<file path="src/rtl/mem_stage_controller_pkg.sv">
// Shared parameters for the memory-stage controller: state encoding and defaults.
package mem_stage_controller_pkg;

  localparam int unsigned DEFAULT_WORD_WIDTH     = 32;
  localparam int unsigned DEFAULT_TIMEOUT_CYCLES = 64;
  localparam int unsigned STALL_CNT_WIDTH        = 32;

  typedef enum logic [1:0] {
    ST_IDLE     = 2'b00,
    ST_ACCESS   = 2'b01,
    ST_COMPLETE = 2'b10
  } mem_state_e;

  // Bits needed to hold a count of 0..max_count inclusive.
  function automatic int unsigned cnt_width(input int unsigned max_count);
    return $clog2(max_count + 1);
  endfunction

endpackage

</file>
<file path="src/rtl/mem_stage_controller.sv">
// Memory-stage controller: accepts load/store from EX, runs one cache access with timeout.
// Optional MEM_STALL_COUNTER_EN adds a saturating stall_cycles counter output.
module mem_stage_controller
  import mem_stage_controller_pkg::*;
#(
  parameter int unsigned WORD_WIDTH     = DEFAULT_WORD_WIDTH,
  parameter int unsigned TIMEOUT_CYCLES = DEFAULT_TIMEOUT_CYCLES
) (
  input  logic                  clk,
  input  logic                  reset,
  input  logic                  alu_op_done,
  input  logic                  cu_mem_read_in,
  input  logic                  cu_mem_write_in,
  input  logic [WORD_WIDTH-1:0] alu_result_in,
  input  logic                  mem_ready,
  output logic                  mem_req,
  output logic [WORD_WIDTH-1:0] mem_addr,
  output logic                  mem_write,
  output logic                  mem_reg_enable,
  output logic                  stall_out,
  output logic                  err_timeout
`ifdef MEM_STALL_COUNTER_EN
  ,
  output logic [STALL_CNT_WIDTH-1:0] stall_cycles
`endif
);

  localparam int unsigned CNT_WIDTH = cnt_width(TIMEOUT_CYCLES);
  // Count value at the start of the last ACCESS cycle allowed before timing out.
  localparam logic [CNT_WIDTH-1:0] CNT_LAST = CNT_WIDTH'(TIMEOUT_CYCLES - 1);

  mem_state_e           state;
  logic [CNT_WIDTH-1:0] timeout_cnt;
  logic                 mem_op_c;

  assign mem_op_c = alu_op_done & (cu_mem_read_in | cu_mem_write_in);

  // State, latched access attributes, timeout counter and sticky error.
  always_ff @(posedge clk or posedge reset) begin
    if (reset) begin
      state       <= ST_IDLE;
      mem_addr    <= '0;
      mem_write   <= 1'b0;
      timeout_cnt <= '0;
      err_timeout <= 1'b0;
    end else begin
      case (state)
        ST_IDLE: begin
          if (mem_op_c) begin
            mem_addr    <= alu_result_in;
            mem_write   <= cu_mem_write_in;
            timeout_cnt <= '0;
            state       <= ST_ACCESS;
          end
        end
        ST_ACCESS: begin
          // A ready in the final allowed cycle wins over the timeout.
          if (mem_ready) begin
            state <= ST_COMPLETE;
          end else begin
            timeout_cnt <= timeout_cnt + CNT_WIDTH'(1);
            if (timeout_cnt == CNT_LAST) begin
              err_timeout <= 1'b1;
              state       <= ST_COMPLETE;
            end
          end
        end
        ST_COMPLETE: state <= ST_IDLE;
        default:     state <= ST_IDLE;
      endcase
    end
  end

  // Handshake outputs; accept-cycle stall and pass-through enable react to EX directly.
  always_comb begin
    mem_req        = 1'b0;
    stall_out      = 1'b0;
    mem_reg_enable = 1'b0;
    if (!reset) begin
      case (state)
        ST_IDLE: begin
          stall_out      = mem_op_c;
          mem_reg_enable = alu_op_done & ~mem_op_c;
        end
        ST_ACCESS: begin
          mem_req   = 1'b1;
          stall_out = 1'b1;
        end
        ST_COMPLETE: mem_reg_enable = 1'b1;
        default: ;
      endcase
    end
  end

`ifdef MEM_STALL_COUNTER_EN
  // Saturating count of stalled cycles since reset.
  always_ff @(posedge clk or posedge reset) begin
    if (reset) begin
      stall_cycles <= '0;
    end else if (stall_out && (stall_cycles != '1)) begin
      stall_cycles <= stall_cycles + STALL_CNT_WIDTH'(1);
    end
  end
`endif

endmodule

</file>
<file path="config.mk">
export PLATFORM = sky130hd
export DESIGN_NAME = mem_stage_controller
export DESIGN_NICKNAME = d
export VERILOG_FILES = /design/src/rtl/mem_stage_controller_pkg.sv /design/src/rtl/mem_stage_controller.sv
export SDC_FILE = /design/constraint.sdc
export NUM_CORES = 1
export LEC_CHECK = 0
export CORE_MARGIN = 5
export CORE_UTILIZATION = 41
export CTS_CLUSTER_SIZE = 30
export DETAILED_ROUTE_END_ITERATION = 12
export PLACE_DENSITY = 0.77
export SYNTH_ARGS = -nofsm -noshare
export SYNTH_HDL_FRONTEND = slang
export SYNTH_SLANG_ARGS = --single-unit
</file>
<file path="constraint.sdc">
create_clock -name clk -period 5.01 [get_ports clk]
set_clock_uncertainty 0.2 [all_clocks]
set_input_delay 0.501 -clock clk [delete_from_list [all_inputs] [get_ports clk]]
set_output_delay 0.501 -clock clk [all_outputs]
set_load 0.01 [all_outputs]
</file>
==> key figures <==
Setup path
  – Crit path launch: cu_mem_write_in
  – Worst-path cell chain: clkdlybuf4s50_1 > o21ai_1 > nor3_2 > buf_4 > mux2_2
  – Worst path max stage delay: 760 ps
  – Crit path kind: primary input to register
  – Worst path slowest cell: nor3_2
  – Reg2Reg Setup Slack: between 2000 and 3000 ps
  – Worst Path Buf+Inv: 2
  – Largest delay contributor family on the critical path: buffers and inverters
  – Critical Path AT: roughly 2700 ps
  – Worst r2r dst: mem_addr[28]$_DFFE_PP0P_
  – Number of cells on the critical path: 5
  – Critical Path RT: 4980 ps
  – Reg2reg start: state[1]$_DFFE_PP0P_
  – Setup crit end kind: register
  – Cells on worst reg2reg path: 3
  – CP max FO: 26
  – CP Launch Type: primary input
  – Crit path to: mem_addr[28]$_DFFE_PP0P_

Synth
  – Yosys top cell area share: 0.623
  – Most common cell in the netlist: dfrtp_1
  – Avg Cell Area, Syn: between 10 and 15 µm²
  – Top_reg_cell synth: dfrtp_1
  – Synth unique cells: 27
  – Cell area after synthesis: approximately 1700 µm²
  – Ys async rst share: 1.00
  – #FFs+latches synth: 43
  – Post-synthesis sequential area ratio: 0.623
  – Mapped Nets: around 160
  – Yosys top cell by area: dfrtp_1
  – Post-synth EDFFs: 0
  – Cell count after synthesis: 124
  – Synth area leaders: dfrtp_1 (62%), mux2_2 (20%), a21oi_1 (1.4%)
  – Top cells by count, synth: dfrtp_1 (43), mux2_2 (31), a21oi_1 (5), o21ai_0 (5)
  – Warnings from Yosys: 0

Finish
  – Design area: between 2000 and 3000 µm²
  – Fill count: between 200 and 300
  – Area of the multi-input gates: 622 µm²
  – # diodes: 0
  – Final non-filler cell total: 253
  – Area delta synth->final: 52.1%
  – Sequential cell area: 1080 µm²
  – Fin nets: 241
  – Layout cells sized above 1: 0.207

Die
  – Row cnt: 23
  – Die area: ~5600 µm²
  – IO Pins: 75
  – Die Y: 74.9 µm
  – Die Width: about 75 µm
  – Core area: slightly above 4000 µm²
  – Initial core utilization: 0.426

STA
  – Final min period: 2770 ps
  – Fmax: about 360 MHz
  – Min Hold Slack: about 270 ps
  – RSZ-0062 raised after global routing: no
  – Max-slew headroom: 0.348
  – Final Hold Fails: 0
  – Setup violators final: 0
  – Final Slew Violations: 0
  – Setup_tns: 0 ps
  – Worst slew pin tran: 973 ps
  – Crit share post-route: 0.553

Place
  – # placed instances: about 250
  – IO Port Bufs: between 70 and 80
  – Placed Area: between 2000 and 3000 µm²
  – Final GP Congestion: around 0.76
  – Post-DP HPWL: 2910 µm

GRT
  – First-pass GRT wire length: a little over 6000 µm
  – Vias in the first global route: 1,330
  – GRT Total Usage: 0.146
  – Met2 global-route usage: 0.223
  – Gr ovfl total: 0
  – Met3 Use GR: 0.0828
  – Initial antenna violation count: 0
  – Largest net degree at the start of global routing: 44
  – Routing usage on met1: 0.170
  – Layer with the highest usage: met2

Detailed routing
  – Via count: 1,283
  – DRT iter0 DRCs: between 70 and 80
  – Post-DRT Antenna Nets: 0
  – DR DRC count: 0
  – Final wirelength: between 3000 and 4000 µm
  – Routed length per placed instance: approximately 15 µm
  – First drt pass iteration count: 4
  – Via density: around 5

Worst hold path
  – Hold depth: 1
  – Hold Path Class: register to register

Clock network
  – Num CTS Buffers: 5
  – H-tree depth: 2
  – Clk slew on worst S/H paths: about 80 ps
  – CTS Hold Bufs: 0
  – Root Driver: clkbuf_8
  – Clock buffer depth: 2
  – PostCTS Resize Cnt: 0
  – Clock Sinks: 43
  – Clock Latency Late Sink: between 200 and 300 ps
  – Post-CTS Setup Bufs: 0
  – CTS tree: done

Power and ir drop
  – Tot Pwr: ~1.2 mW
  – Leakage: approximately 1.1 nW
  – VDD IR-drop max: roughly 0.23 mV
  – PwrDens: 454 nW/µm²

Run status
  – Status: finished, final reports clean

Flow run
  – Max Cap Viol: 0
==> power by group <==
group	internal, mW	switching [mW]
Sequential	0.454	0.0624
Clock	0.126	0.110
Combinational	0.281	0.159
==> how the worst min path moves through the flow <==
stage,slack (ps),start,to
global route,300,err_timeout$_DFFE_PP0P_,err_timeout$_DFFE_PP0P_
finish,270,err_timeout$_DFFE_PP0P_,err_timeout$_DFFE_PP0P_
floorplan,280,timeout_cnt[0]$_DFFE_PP0P_,timeout_cnt[0]$_DFFE_PP0P_
global placement,270,err_timeout$_DFFE_PP0P_,err_timeout$_DFFE_PP0P_
detailed placement,260,err_timeout$_DFFE_PP0P_,err_timeout$_DFFE_PP0P_
CTS,280,err_timeout$_DFFE_PP0P_,err_timeout$_DFFE_PP0P_
==> stage by stage <==
stage,worst slack [ps],utilization
2_1_floorplan,3120,-
3_3_place_gp,2000,0.623
3_5_place_dp,1910,0.623
4_1_cts,2220,0.648
5_1_grt,2110,0.648
6_report,2240,0.648
==> registers in the layout, summed over array words and instances (netlist names) <==
register / flops
mem_addr: 32
mem_write: 1
state: 2
timeout_cnt: 7
err_timeout: 1
==> worst reg2reg max path, cell delays in order, from the launching register on <==
cell     delay, ps
dfrtp_1        450
nor3_2         820
buf_4          450
mux2_2         390
==> placed cells by master, fill, tap and decap left out <==
cell type,Yosys,routed
o311ai_0,2,2
a21o_1,1,1
mux2_2,31,31
clkdlybuf4s50_1,0,74
or3b_1,1,1
a211oi_1,1,1
nor3_2,0,1
or4_1,2,2
clkinv_1,0,1
o211ai_1,1,1
nand2b_1,1,1
dfrtp_1,43,43
nand3_1,2,2
mux2_1,2,2
clkbuf_8,0,7
nor2_1,2,2
o21ai_0,5,5
a21oi_1,5,5
nor3_1,3,2
nor3b_1,1,1
o21bai_1,1,1
inv_1,3,2
o31ai_1,1,1
buf_4,0,2
o21ai_1,1,1
ha_1,1,1
o21ba_2,1,1
nand4b_1,1,1
clkbuf_1,1,1
or3_1,3,3
nand2_1,4,4
==> layout make-up <==
cell class / instances / area share
Clock buffer: 8 / 0.0381
Inverter: 3 / 0.00429
Multi-Input combinational cell: 73 / 0.237
Sequential cell: 43 / 0.410
Tap cell: 50 / 0.0238
Timing Repair Buffer: 76 / 0.288
==> cell families after synthesis <==
family | share of synthesized area
flops | 0.623
compound gates | 0.0695
simple gates | 0.0652
fa+ha+maj | 0.00724
buf+inv | 0.0203
mux | 0.215
==> layer usage <==
metal	up-vias	part of all wire
met3	4	0.14
met5	-	0
met1	604	0.38
li1	603	-
met2	72	0.47
met4	0	0.011
Power figures use the tool's default switching activity.
